===== src/rtl/mips_fetch_pkg.sv =====
// Shared types and constants for the instruction fetch / prefetch queue.
//   fetch_state_t : fetch FSM states (IDLE, REQ, DISCARD)
//   fetch_entry_t : one buffered fetch result {pc, instr}
//   align_word()  : clears the byte-offset bits of an address
package mips_fetch_pkg;

  localparam int INSTR_W = 32;
  localparam int ADDR_W  = 32;
  localparam logic [ADDR_W-1:0] PC_STEP = 32'd4;

  typedef enum logic [1:0] {
    IDLE,
    REQ,
    DISCARD
  } fetch_state_t;

  typedef struct packed {
    logic [ADDR_W-1:0]  pc;
    logic [INSTR_W-1:0] instr;
  } fetch_entry_t;

  function automatic logic [ADDR_W-1:0] align_word(input logic [ADDR_W-1:0] addr);
    return {addr[ADDR_W-1:2], 2'b00};
  endfunction

endpackage


===== src/rtl/fetch_prefetch_queue_fifo.sv =====
// fetch_fifo: synchronous first-word-fall-through FIFO of fetch_entry_t.
// Ports:
//   clk, reset        : clock, synchronous active-high reset
//   push, wr_data     : write one entry (ignored when full or flushing)
//   pop               : drop the head entry (ignored when empty or flushing)
//   flush             : discard all entries; wins over push and pop
//   rd_data           : head entry, valid whenever empty=0
//   count/full/empty  : occupancy
module fetch_fifo
  import mips_fetch_pkg::*;
#(
  parameter int DEPTH = 4
) (
  input  logic                   clk,
  input  logic                   reset,
  input  logic                   push,
  input  fetch_entry_t           wr_data,
  input  logic                   pop,
  input  logic                   flush,
  output fetch_entry_t           rd_data,
  output logic [$clog2(DEPTH):0] count,
  output logic                   full,
  output logic                   empty
);

  localparam int PTR_W = $clog2(DEPTH);
  localparam int CNT_W = PTR_W + 1;
  localparam logic [CNT_W-1:0] DEPTH_C = CNT_W'(DEPTH);
  localparam logic [CNT_W-1:0] CNT_ONE = CNT_W'(1);
  localparam logic [PTR_W-1:0] PTR_ONE = PTR_W'(1);

  fetch_entry_t     mem_q [DEPTH];
  logic [PTR_W-1:0] wr_ptr_q, wr_ptr_d;
  logic [PTR_W-1:0] rd_ptr_q, rd_ptr_d;
  logic [CNT_W-1:0] count_q, count_d;
  logic             do_push, do_pop;

  always_comb begin
    // NOTE: every variable gets a default first so no path leaves it unassigned (no latches).
    do_push  = push && !flush && (count_q != DEPTH_C);
    do_pop   = pop && !flush && (count_q != '0);
    wr_ptr_d = wr_ptr_q;
    rd_ptr_d = rd_ptr_q;
    count_d  = count_q;
    if (flush) begin
      wr_ptr_d = '0;
      rd_ptr_d = '0;
      count_d  = '0;
    end else begin
      if (do_push) wr_ptr_d = wr_ptr_q + PTR_ONE;
      if (do_pop)  rd_ptr_d = rd_ptr_q + PTR_ONE;
      if (do_push && !do_pop)      count_d = count_q + CNT_ONE;
      else if (do_pop && !do_push) count_d = count_q - CNT_ONE;
    end
  end

  // NOTE: sequential state uses non-blocking assignments so all flops update together.
  always_ff @(posedge clk) begin
    if (reset) begin
      wr_ptr_q <= '0;
      rd_ptr_q <= '0;
      count_q  <= '0;
    end else begin
      wr_ptr_q <= wr_ptr_d;
      rd_ptr_q <= rd_ptr_d;
      count_q  <= count_d;
    end
  end

  // NOTE: storage is deliberately not reset; empty=1 marks the contents as meaningless.
  always_ff @(posedge clk) begin
    if (do_push) mem_q[wr_ptr_q] <= wr_data;
  end

  assign rd_data = mem_q[rd_ptr_q];
  assign count   = count_q;
  assign full    = (count_q == DEPTH_C);
  assign empty   = (count_q == '0);

endmodule


===== src/rtl/fetch_prefetch_queue.sv =====
// fetch_prefetch_queue: sequential instruction prefetcher feeding the core.
// Issues one word fetch at a time over mem_req/mem_ack, buffers results with
// their PCs in fetch_fifo and presents them on inst_valid/inst_ready.
// A redirect flushes the buffer and restarts fetch at redirect_pc; a request
// already in flight is completed in DISCARD and its data dropped.
// Ports:
//   clk, reset                  : clock, synchronous active-high reset
//   mem_req/mem_addr            : fetch request, held until mem_ack
//   mem_ack/mem_rdata           : request completion and returned word
//   inst_valid/inst/inst_pc     : head of the prefetch buffer
//   inst_ready                  : core consumes the head
//   redirect/redirect_pc        : taken branch / jump target
//   stat_redirects/stat_stalls  : saturating counters, present only when
//                                 FETCH_STATS_EN is defined (else tied to 0)
module fetch_prefetch_queue
  import mips_fetch_pkg::*;
#(
  parameter int                DEPTH    = 4,
  parameter logic [ADDR_W-1:0] RESET_PC = 32'h0000_0000
) (
  input  logic               clk,
  input  logic               reset,
  output logic               mem_req,
  output logic [ADDR_W-1:0]  mem_addr,
  input  logic               mem_ack,
  input  logic [INSTR_W-1:0] mem_rdata,
  output logic               inst_valid,
  output logic [INSTR_W-1:0] inst,
  output logic [ADDR_W-1:0]  inst_pc,
  input  logic               inst_ready,
  input  logic               redirect,
  input  logic [ADDR_W-1:0]  redirect_pc,
  output logic [31:0]        stat_redirects,
  output logic [31:0]        stat_stalls
);

  localparam int CNT_W = $clog2(DEPTH) + 1;
  localparam logic [CNT_W-1:0] DEPTH_C = CNT_W'(DEPTH);
  localparam logic [CNT_W-1:0] CNT_ONE = CNT_W'(1);

  fetch_state_t      state_q, state_d;
  logic [ADDR_W-1:0] fetch_pc_q, fetch_pc_d;
  logic [ADDR_W-1:0] mem_addr_q, mem_addr_d;
  logic              mem_req_q, mem_req_d;
  logic              push, pop, flush;
  logic [CNT_W-1:0]  fifo_count, count_after;
  logic              fifo_full, fifo_empty;
  logic              room_next;
  fetch_entry_t      push_entry, head_entry;

  assign flush      = redirect;
  // fifo_full never coincides with an ack (no request is issued without room);
  // the term only keeps the push strobe honest.
  assign push       = (state_q == REQ) && mem_ack && !redirect && !fifo_full;
  assign pop        = !fifo_empty && inst_ready && !redirect;
  assign push_entry = '{pc: mem_addr_q, instr: mem_rdata};

  fetch_fifo #(.DEPTH(DEPTH)) u_fifo (
    .clk     (clk),
    .reset   (reset),
    .push    (push),
    .wr_data (push_entry),
    .pop     (pop),
    .flush   (flush),
    .rd_data (head_entry),
    .count   (fifo_count),
    .full    (fifo_full),
    .empty   (fifo_empty)
  );

  // Occupancy after this cycle's push/pop/flush; a new request may be
  // outstanding next cycle only if this leaves a free slot for its word.
  always_comb begin
    count_after = fifo_count;
    if (flush)               count_after = '0;
    else if (push && !pop)   count_after = fifo_count + CNT_ONE;
    else if (pop && !push)   count_after = fifo_count - CNT_ONE;
  end
  assign room_next = (count_after < DEPTH_C);

  always_comb begin
    state_d    = state_q;
    fetch_pc_d = fetch_pc_q;
    unique case (state_q)
      IDLE: begin
        if (redirect) begin
          fetch_pc_d = align_word(redirect_pc);
          state_d    = REQ;
        end else if (room_next) begin
          state_d = REQ;
        end
      end
      REQ: begin
        if (redirect) begin
          fetch_pc_d = align_word(redirect_pc);
          // An ack in the redirect cycle is simply dropped; otherwise the
          // in-flight request must still be completed before refetching.
          state_d    = mem_ack ? REQ : DISCARD;
        end else if (mem_ack) begin
          fetch_pc_d = fetch_pc_q + PC_STEP;
          state_d    = room_next ? REQ : IDLE;
        end
      end
      DISCARD: begin
        if (redirect) fetch_pc_d = align_word(redirect_pc);
        if (mem_ack)  state_d    = REQ;
      end
      default: state_d = IDLE;
    endcase
    // DISCARD keeps presenting the abandoned address until its ack arrives.
    mem_addr_d = (state_d == DISCARD) ? mem_addr_q : fetch_pc_d;
    mem_req_d  = (state_d != IDLE);
  end

  always_ff @(posedge clk) begin
    if (reset) begin
      state_q    <= IDLE;
      fetch_pc_q <= RESET_PC;
      mem_addr_q <= RESET_PC;
      mem_req_q  <= 1'b0;
    end else begin
      state_q    <= state_d;
      fetch_pc_q <= fetch_pc_d;
      mem_addr_q <= mem_addr_d;
      mem_req_q  <= mem_req_d;
    end
  end

  assign mem_req    = mem_req_q;
  assign mem_addr   = mem_addr_q;
  assign inst_valid = !fifo_empty;
  assign inst       = fifo_empty ? '0 : head_entry.instr;
  assign inst_pc    = fifo_empty ? '0 : head_entry.pc;

`ifdef FETCH_STATS_EN
  logic [31:0] stat_redirects_q, stat_redirects_d;
  logic [31:0] stat_stalls_q, stat_stalls_d;

  always_comb begin
    stat_redirects_d = stat_redirects_q;
    stat_stalls_d    = stat_stalls_q;
    if (redirect && (stat_redirects_q != '1))
      stat_redirects_d = stat_redirects_q + 32'd1;
    if (inst_ready && fifo_empty && (stat_stalls_q != '1))
      stat_stalls_d = stat_stalls_q + 32'd1;
  end

  always_ff @(posedge clk) begin
    if (reset) begin
      stat_redirects_q <= '0;
      stat_stalls_q    <= '0;
    end else begin
      stat_redirects_q <= stat_redirects_d;
      stat_stalls_q    <= stat_stalls_d;
    end
  end

  assign stat_redirects = stat_redirects_q;
  assign stat_stalls    = stat_stalls_q;
`else
  assign stat_redirects = '0;
  assign stat_stalls    = '0;
`endif

endmodule


===== config.mk =====
export PLATFORM = sky130hd
export DESIGN_NAME = fetch_prefetch_queue
export DESIGN_NICKNAME = d
export VERILOG_FILES = /design/src/rtl/mips_fetch_pkg.sv /design/src/rtl/fetch_prefetch_queue_fifo.sv /design/src/rtl/fetch_prefetch_queue.sv
export SDC_FILE = /design/constraint.sdc
export NUM_CORES = 1
export LEC_CHECK = 0
export ABC_AREA = 1
export CORE_UTILIZATION = 40
export DETAILED_ROUTE_END_ITERATION = 10
export PLACE_DENSITY = 0.64
export SLEW_MARGIN = 20
export SYNTH_ARGS = -nofsm -noshare
export SYNTH_HDL_FRONTEND = slang
export SYNTH_SLANG_ARGS = --single-unit

===== constraint.sdc =====
create_clock -name clk -period 17.14 [get_ports clk]
set_clock_uncertainty 0.1 [all_clocks]
set_input_delay 5.142 -clock clk [delete_from_list [all_inputs] [get_ports clk]]
set_output_delay 5.142 -clock clk [all_outputs]
set_load 0.01 [all_outputs]

==> impl_metrics.csv, run 1 <==
group,metric,value,unit
sta,maxSlewViolCount,0,
cells_and_area,multi_input_area,4730,sq um
min_path,hp-start,"fetch_pc_q[0]",
floorplan,coreArea,36700,sq um
logic_synthesis,synth.most_common_cell,"nor2_1",
worst_setup_path,crit_buf_inv,4,
worst_setup_path,path_class,"reg2out",
placement,pre_cts_ws,8.40,ns
logic_synthesis,yosys.area_share.xor_xnor,0.234,%
sta,timing.fmax,0.110,GHz
logic_synthesis,yosysWarnings,0,
logic_synthesis,syn_avg_cell_area,9.61,sq um
logic_synthesis,synth-edff-count,256,
clocking,postCtsSetupRepairBufs,0,
logic_synthesis,synth_area_leaders,"edfxtp_1 51%, dfxtp_1 10%, nor2_1 8.6%, o21ai_0 5.7%, nand2_1 3.4%",
logic_synthesis,synthArstFlopShare,0,%
floorplan,ios,231,
sta,finalSetupTns,0,ns
floorplan,rows,70,
power,leakagePower,6.85,nW
clocking,root_buffer,"clkbuf_16",
clocking,cts_resized,0,
sta,min_period_over_period,52.9,%
placement,port_buffers,164,
logic_synthesis,synth.area.mux_share,0.0753,%
logic_synthesis,synth_commonest_cells,"342 x nor2_1, 256 x edfxtp_1, 171 x o21ai_0",
status,status,"finished clean",
global_routing,grt_usage,19.1,%
worst_setup_path,crit_top_cell,"buf_4",
sta,layout_setup_ws,8.07,ns
global_routing,first_global_vias,10295,
logic_synthesis,ys_types,42,
drt,drt_iter0_markers,754,
worst_setup_path,crit_required,11.90,ns
clocking,cts_hold_buffers,0,
sta,slew_headroom,30.0,%
cells_and_area,post-route-util,49.4,%
logic_synthesis,ys_seq_area_share,61.6,%
placement,dp.cells,2122,
cells_and_area,num_antenna_cells,0,
cells_and_area,syn2layout_area_growth,21.2,%
floorplan,die_area,38200,sq um
global_routing,grt_max_degree,103,
min_path,hold_path_class,"reg2reg",
clocking,cts_tree,"yes",
worst_setup_path,crit_path_top_delay_cell,"clkinv_2",
worst_setup_path,path_max_fanout,65,
sta,fin_crit,9.07,ns
clocking,clk_pin_slew,0.06,ns
job,cap_viol_max_count,0,
cells_and_area,fin_cells,2190,
logic_synthesis,synth-compound-area-share,11.6,%
logic_synthesis,synth_top_cell_by_area,"edfxtp_1",
logic_synthesis,synthAdderAreaFrac,0.753,%
worst_setup_path,worstPathArrival,3.83,ns
clocking,cts.path.max_buffers,3,
cells_and_area,finish.net_count,1772,
worst_setup_path,critPathLaunchType,"register",
clocking,clkLatencyLatePin,0.51,ns
global_routing,overflow,0,
logic_synthesis,postSynthCellCount,1556,
sta,finalSetupViolations,0,
sta,max_slew.worst_pin.slew,1.05,ns
drt,num_vias,10919,
cells_and_area,fillers,3328,
drt,wl_per_cell,16.7,um
drt,via_per_inst,4.99,
placement,gp_congestion,0.894,
logic_synthesis,synthSimpleGateAreaFrac,17.1,%
cells_and_area,layout-drive-gt1-share,7.49,%
clocking,cts_inserted_buffers,38,
sta,rsz0062_at_grt,"no",
floorplan,fp.dieH,195,um
power,p_per_area,109,nW/um^2
drt,drt_wl_total,36.6,mm
power,ir_worst_vdd,0.0622,mV
worst_setup_path,cp-end-kind,"primary output",
worst_setup_path,worstPathCellList,"buf_4 > clkinv_2 > buf_4 > nor2_1 > o21ai_0 > a21oi_1 > clkdlybuf4s50_1",
sta,finalHoldViolCount,0,
logic_synthesis,synth_seq_cells,332,
floorplan,start_util,40.7,%
placement,post-dp-hpwl,21.6,mm
drt,drc,0,
floorplan,fp.dieW,195,um
cells_and_area,seq_area,9210,sq um
drt,antenna_left,0,
clocking,clock-sinks,332,
worst_setup_path,critical-path-top-delay-family,"buffers and inverters",
global_routing,antenna_found_initial,0,
global_routing,grt_pass1_wl,57.0,mm
logic_synthesis,synth_top_family_by_area,"simple AND/OR/NAND/NOR gates",
worst_setup_path,reg2reg_from,"state_q[0]",
worst_setup_path,slowest_delay,0.71,ns
logic_synthesis,ys.flop_type,"edfxtp_1",
logic_synthesis,synth_top_area_share,51.4,%
logic_synthesis,syn-cell-area,15000,sq um
clocking,htreeDepth,2,
drt,drt-pass1-iter-count,7,
-- report_power, final --
part | switching [mW] | internal [mW]
clock | 0.315 | 0.540
sequential | 0.0329 | 0.900
combinational | 0.108 | 0.0780
-- sequential cells by signal, summed over array words and instances (netlist names), named ones only --
register	flops
fetch_pc_q	32
u_fifo.rd_ptr_q	2
mem_req	1
u_fifo.mem_q	256
mem_addr	32
u_fifo.count	3
state_q	2
u_fifo.wr_ptr_q	2
-- per-stage QoR --
step                      total power, mW  area [sq um]  hold slack, ns
after CTS                            1.99         18100           0.353
after global routing                 2.05         18100           0.369
final                                1.97         18100           0.353
after detailed placement             1.14         16800           0.342
after global placement               1.13         16800           0.339
after floorplan                      1.05         15200           0.325
-- cells in the final DEF, fill, tap and decap left out, types with 8 or more instances in the layout --
| cell | instances |
|---|---|
| nand3_1 | 71 |
| edfxtp_1 | 256 |
| nand2_1 | 136 |
| dfxtp_1 | 74 |
| inv_1 | 110 |
| nor2_1 | 338 |
| o211ai_1 | 8 |
| inv_2 | 18 |
| o21ai_0 | 171 |
| or2_2 | 10 |
| conb_1 | 64 |
| buf_4 | 12 |
| clkbuf_16 | 40 |
| clkdlybuf4s50_1 | 164 |
| o22ai_1 | 9 |
| a21oi_1 | 99 |
| nand4_1 | 12 |
| ha_1 | 9 |
| nor2_4 | 8 |
| o21ai_1 | 26 |
-- cell families (layout without fill, tap and decap cells) --
logic type | Yosys count | in the layout
simple gates | 605 | 605
flops | 332 | 332
compound gates | 331 | 331
buf+inv | 273 | 376
fa+ha+maj | 9 | 9
xor+xnor | 4 | 4
other cells | 1 | 64
mux | 1 | 1
-- worst paths after layout --
| check | endpoint | slack [ns] | depth (start not counted) |
|---|---|---|---|
| setup / recovery | inst[15] | 8.07 | 7 |
| hold / removal | fetch_pc_q[0] | 0.35 | 2 |
| setup reg to reg | u_fifo.mem_q[3][56] | 13.11 | 6 |
| hold reg to reg | fetch_pc_q[0] | 0.35 | 2 |
-- final cells by class --
type	count	area share [%]
tap	468	3.23
clock buffer	44	5.72
sequential	332	50.9
inverter	131	2.73
clock inverter	24	1.72
multi-input combinational	1014	26.1
timing repair buffer	177	9.62
-- worst min-delay path, delay by kind of cell (launching register included) --
family           cells  cell delay, ns
and+or+nand+nor      2            0.12
DFF                  1            0.29
-- layer usage --
layer | global-route usage, % | vias up | routed length, um
li1 | - | 5414 | -
met1 | 26.3 | 5134 | 16600
met2 | 31.5 | 317 | 17200
met3 | 3.01 | 54 | 2230
met4 | 4.52 | 0 | 647
met5 | 0 | - | 0
(Power assumes the default switching activity.)
==> run 2: changes to the inputs <==
--- a/config.mk
+++ b/config.mk
@@ -8,7 +8,7 @@
 export ABC_AREA = 1
 export CORE_UTILIZATION = 40
 export DETAILED_ROUTE_END_ITERATION = 10
-export PLACE_DENSITY = 0.64
+export PLACE_DENSITY = 0.67
 export SLEW_MARGIN = 20
 export SYNTH_ARGS = -nofsm -noshare
 export SYNTH_HDL_FRONTEND = slang
==> constraint.sdc (replaced) <==
create_clock -name clk -period 8.1 [get_ports clk]
set_clock_uncertainty 0.1 [all_clocks]
set_input_delay 2.43 -clock clk [delete_from_list [all_inputs] [get_ports clk]]
set_output_delay 2.43 -clock clk [all_outputs]
set_load 0.01 [all_outputs]
==> run 2 against run 1 <==
Against the previous run:
- final cell count stayed put
- global-route usage is 0.32 points higher
- hold slack better by 0.0053 ns
- sequential power is 110% higher
- via count rose by 1.4%
- clock power grew 86%
- worst setup slack lost 5.9 ns
- sequential cell count unchanged
- register-to-register slack worse by 8.4 ns
- sequential share of layout area increased by 0.41 points
==> impl_metrics.csv, run 2 (synthesis gave the netlist of run 1 again) <==
group,metric,value,unit
worst_setup_path,critical-path-top-delay-family,"buffers and inverters",
placement,port_buffers,164,
floorplan,fp.dieW,195,um
worst_setup_path,rrSetupSlack,4.73,ns
power,intPower,3.02,mW
worst_setup_path,worstPathCellList,"buf_4 > nor2_1 > nor2_1 > o21ai_0 > a21oi_1 > clkdlybuf4s50_1",
worst_setup_path,path_max_fanout,86,
cells_and_area,final_common_cell,"nor2_1",
sta,timing.fmax,0.170,GHz
cells_and_area,top_register,"u_fifo.mem_q",
power,leakagePower,6.78,nW
clocking,root_buffer,"clkbuf_16",
power,p_switching,0.941,mW
cells_and_area,finish.net_count,1774,
worst_setup_path,worstPathArrival,3.36,ns
global_routing,grt_usage,19.4,%
clocking,clkLatencyLatePin,0.51,ns
drt,wl_per_cell,17.0,um
drt,num_vias,11073,
global_routing,first_global_vias,10589,
sta,fin_crit,5.89,ns
clocking,postCtsSetupRepairBufs,0,
job,cap_viol_max_count,0,
worst_setup_path,path_class,"reg2out",
sta,finalSetupViolations,0,
clocking,cts_resized,0,
power,swShare,23.8,%
worst_setup_path,slowest_delay,0.80,ns
worst_setup_path,crit_buf_inv,2,
clocking,clock-sinks,332,
clocking,cts_inserted_buffers,36,
cells_and_area,fillers,3316,
global_routing,antenna_found_initial,1,
power,ir_worst_vdd,0.123,mV
worst_setup_path,cp-end-kind,"primary output",
clocking,clk_pin_slew,0.06,ns
status,status,"finished clean",
worst_setup_path,crit_path_top_delay_cell,"buf_4",
drt,antenna_left,0,
sta,slew_headroom,33.4,%
drt,drc,0,
drt,drt_wl_total,37.2,mm
drt,drt-pass1-iter-count,6,
floorplan,coreArea,36700,sq um
min_path,min_to,"fetch_pc_q[1]",
worst_setup_path,reg2reg_from,"state_q[0]",
global_routing,grt_pass1_wl,57.8,mm
global_routing,overflow,0,
cells_and_area,final_cell_mix,"338 x nor2_1, 256 x edfxtp_1, 171 x o21ai_0",
placement,post-dp-hpwl,22.8,mm
clocking,htreeDepth,2,
cells_and_area,layout-drive-gt1-share,7.20,%
floorplan,die_area,38200,sq um
cells_and_area,num_antenna_cells,0,
sta,layout_setup_ws,2.21,ns
floorplan,start_util,40.7,%
placement,gp_congestion,0.907,
worst_setup_path,crit_top_cell,"nor2_1",
power,power.clock.fraction,40.1,%
clocking,cts_hold_buffers,0,
floorplan,ios,231,
sta,maxSlewViolCount,0,
clocking,cts.path.max_buffers,3,
cells_and_area,largest_reg_flops,256,
min_path,hold_path_class,"reg2reg",
sta,finalSetupTns,0,ns
worst_setup_path,reg2reg_depth,9,
floorplan,rows,70,
floorplan,fp.dieH,195,um
power,seq_power_share,49.8,%
cells_and_area,syn2layout_area_growth,20.2,%
global_routing,grt_max_degree,87,
power,p_per_area,220,nW/um^2
sta,max_slew.worst_pin.slew,0.999,ns
min_path,hp-start,"fetch_pc_q[1]",
worst_setup_path,critPathLaunchType,"register",
worst_setup_path,crit_required,5.57,ns
sta,rsz0062_at_grt,"no",
clocking,cts_tree,"yes",
min_path,hold_path_depth,2,
drt,via_per_inst,5.06,
worst_setup_path,r2r-end,"mem_addr[18]",
sta,min_period_over_period,72.7,%
drt,drt_iter0_markers,813,
placement,pre_cts_ws,2.33,ns
power,pwr-share-comb,10.1,%
sta,finalHoldViolCount,0,
## run 2: cell count changes in the layout (fill, tap and decap cells not counted), sizes merged
cell,change
buf,+4
inv,+3
clkinv,-8
clkbuf,+6
clkinvlp,-1
bufinv,-4
## run 2: how the worst max path moves through the flow
stage	start	slack [ns]	cells past startpoint	endpoint
after floorplan	redirect	1.86	4	u_fifo.mem_q[0][0]
after global placement	register	2.38	5	inst_pc[19]
after detailed placement	register	2.33	5	inst_pc[19]
after CTS	register	1.77	5	inst_pc[19]
after global routing	register	1.96	5	inst_pc[19]
final	register	2.21	6	inst_pc[19]
## run 2: metal layers
layer	share of wire (%)	global-route usage, %	up-vias
met2	48	32.7	339
li1	-	-	5414
met3	5.9	3.02	61
met1	44	25.7	5259
met5	0	0	-
met4	2.0	5.80	0
## run 2: worst reg2reg max path: stages, from the launching register on
cell and delay [ns]:
dfxtp_1 0.30, buf_4 0.30, nand2_1 0.62, inv_2 0.55
nor2_1 0.07, nand2_1 0.57, buf_4 0.37, nand3_1 0.23
nand2_1 0.11, inv_1 0.04
## run 2: metrics by stage
step	cells	total power, mW	util [%]	cell area (sq um)	hold WS (ns)
detailed placement	2126	2.41	45.9	16800	0.340
global placement	2126	2.40	45.9	16800	0.338
global route	2190	4.11	49.0	18000	0.363
CTS	2190	3.99	49.0	18000	0.351
floorplan	1619	2.22	-	15200	0.325
finish	2190	3.96	49.0	18000	0.358
## run 2: power by group through the flow
stage | sequential [mW] | combinational (mW) | clock [mW]
floorplan | 1.99 | 0.231 | 0
global placement | 2.01 | 0.390 | 0
detailed placement | 2.01 | 0.397 | 0
CTS | 1.97 | 0.399 | 1.62
global route | 1.98 | 0.441 | 1.69
finish | 1.97 | 0.398 | 1.59
## run 2: cell type report
class,count,area [sq um],area share (%)
Multi-Input combinational cell,1014,4730,26.3
Clock buffer,50,986,5.49
Clock inverter,14,151,0.843
Timing Repair Buffer,181,1810,10.1
Inverter,131,494,2.75
Sequential cell,332,9210,51.3
Tap cell,468,586,3.26
==> run 3: changes to the inputs <==
==> constraint.sdc (replaced) <==
create_clock -name clk -period 4.8 [get_ports clk]
set_clock_uncertainty 0.1 [all_clocks]
set_input_delay 1.44 -clock clk [delete_from_list [all_inputs] [get_ports clk]]
set_output_delay 1.44 -clock clk [all_outputs]
set_load 0.01 [all_outputs]
==> run 3 against run 2 <==
Against the previous run:
- critical path depth is 1 higher
- sequential cell count unchanged
- combinational power rose by 71%
- sequential share of layout area is 0.43 points lower
- largest power group unchanged
- power is 68% higher
- non-clock buffer count increased by 12
- worst setup slack got worse by 1.7 ns
- hold slack got worse by 0.011 ns
- routed wire length down 2.7%
- core utilization rose by 0.41 points
- register-to-register slack worse by 2.4 ns
- final cell count up 0.46%
==> impl_metrics.csv, run 3 (synthesis gave the netlist of run 1 again) <==
group,metric,value,unit
cells_and_area,syn2layout_area_growth,21.2,%
worst_setup_path,critPathLaunchType,"register",
drt,drt-pass1-iter-count,5,
cells_and_area,fin_cells,2200,
cells_and_area,layout-drive-gt1-share,7.68,%
floorplan,coreArea,36700,sq um
clocking,cts.path.max_buffers,3,
worst_setup_path,slowest_delay,0.59,ns
cells_and_area,largest_reg_flops,256,
placement,gp_congestion,0.916,
sta,min_period_over_period,89.7,%
worst_setup_path,crit_path_end,"inst[13]",
cells_and_area,final_common_cell,"nor2_1",
sta,finalSetupViolations,0,
power,p_per_area,367,nW/um^2
global_routing,busiest_layer,"met2",
global_routing,grtUsageMet1,25.3,%
worst_setup_path,path_max_fanout,24,
floorplan,start_util,40.7,%
worst_setup_path,critical-path-top-delay-family,"buffers and inverters",
worst_setup_path,r2r-end,"u_fifo.mem_q[3][11]",
clocking,postCtsSetupRepairBufs,0,
cells_and_area,finish.net_count,1785,
floorplan,rows,70,
clocking,cts_tree,"yes",
sta,slew_headroom,53.4,%
job,cap_viol_max_count,0,
drt,antenna_left,0,
sta,max_slew.worst_pin.slew,0.699,ns
clocking,root_buffer,"clkbuf_16",
power,finalPower,6.66,mW
min_path,hp-start,"fetch_pc_q[0]",
sta,hold_ws,0.347,ns
sta,finalHoldViolCount,0,
global_routing,grt_pass1_wl,55.8,mm
worst_setup_path,setup.worst_path.start,"u_fifo.count[0]",
floorplan,ios,231,
sta,fin_crit,4.31,ns
clocking,clock-sinks,332,
worst_setup_path,worst-path-stages,7,
placement,port_buffers,164,
worst_setup_path,rrSetupSlack,2.38,ns
global_routing,first_global_vias,10179,
global_routing,antenna_found_initial,0,
clocking,cts_hold_buffers,0,
drt,wl_per_cell,16.5,um
worst_setup_path,reg2reg_from,"state_q[0]",
placement,post-dp-hpwl,22.8,mm
drt,drt_iter0_markers,743,
drt,num_vias,11046,
floorplan,fp.dieH,195,um
min_path,hold_path_class,"reg2reg",
global_routing,grt_usage,18.7,%
worst_setup_path,worstPathArrival,2.77,ns
clocking,cts_inserted_buffers,35,
worst_setup_path,worstPathCellList,"inv_1 > ha_1 > nand2_1 > inv_2 > buf_4 > a21oi_1 > clkdlybuf4s50_1",
floorplan,fp.dieW,195,um
global_routing,grt_use_met2,30.9,%
worst_setup_path,reg2reg_depth,6,
clocking,htreeDepth,2,
sta,maxSlewViolCount,0,
cells_and_area,final_cell_mix,"338 x nor2_1, 256 x edfxtp_1, 171 x o21ai_0",
cells_and_area,design_area,18100,sq um
worst_setup_path,path_class,"reg2out",
floorplan,die_area,38200,sq um
clocking,clkLatencyLatePin,0.52,ns
power,leakagePower,6.85,nW
sta,timing.fmax,0.232,GHz
clocking,clk_pin_slew,0.06,ns
drt,drc,0,
status,status,"finished clean",
global_routing,use_met3,3.06,%
placement,place_area,17000,sq um
global_routing,grt_max_degree,129,
cells_and_area,num_antenna_cells,0,
drt,drt_wl_total,36.2,mm
drt,via_per_inst,5.02,
worst_setup_path,crit_path_top_delay_cell,"clkdlybuf4s50_1",
power,ir_worst_vdd,0.207,mV
worst_setup_path,crit_buf_inv,4,
cells_and_area,top_register,"u_fifo.mem_q",
worst_setup_path,crit_required,3.26,ns
placement,dp.cells,2138,
sta,rsz0062_at_grt,"no",
worst_setup_path,cp-end-kind,"primary output",
global_routing,overflow,0,
[run 3: how the worst min path moves through the flow]
stage / endpoint / slack [ns] / cells past startpoint
after floorplan: fetch_pc_q[0] / 0.32 / 2
after global placement: fetch_pc_q[0] / 0.34 / 2
after detailed placement: fetch_pc_q[0] / 0.34 / 2
after CTS: fetch_pc_q[0] / 0.35 / 2
after global routing: fetch_pc_q[1] / 0.37 / 2
final: fetch_pc_q[0] / 0.35 / 2
[run 3: worst min-delay path, cell delays in order, from the launching register on]
cell and delay, ns:
dfxtp_1 0.29, nand2_1 0.07, nor2_1 0.04
[run 3: metrics by stage]
stage | util (%) | setup slack [ns] | setup TNS (ns)
final | 49.4 | 0.494 | 0
after global routing | 49.4 | 0.328 | 0
after CTS | 49.4 | 0.224 | 0
after detailed placement | 46.3 | 0.778 | 0
after global placement | 46.3 | 0.820 | 0
after floorplan | - | -0.446 | -114.10
[run 3: per-layer routing]
layer,vias to the layer above,routed length (um)
met5,-,0
met4,0,630
met3,50,2270
met2,351,17100
met1,5204,16200
li1,5441,-
[run 3: what timing repair did]
item,4_1_cts,5_1_grt
gates resized for setup,0,1
endpoints found under the setup margin,0,58
endpoints found under the hold margin,0,0
[run 3: area by class of cell]
type / count / area [sq um]
clock inverters: 20 / 210
multi-input cells: 1014 / 4730
well taps: 468 / 586
clock buffers: 42 / 923
fillers: 3301 / 18600
flip-flops and latches: 332 / 9210
inverters: 131 / 495
repair buffers: 193 / 1960
[run 3: power by group]
| group | internal, mW | switching [mW] |
|---|---|---|
| clock network | 1.59 | 1.06 |
| registers | 3.21 | 0.116 |
| logic | 0.289 | 0.390 |
| total | 5.09 | 1.56 |
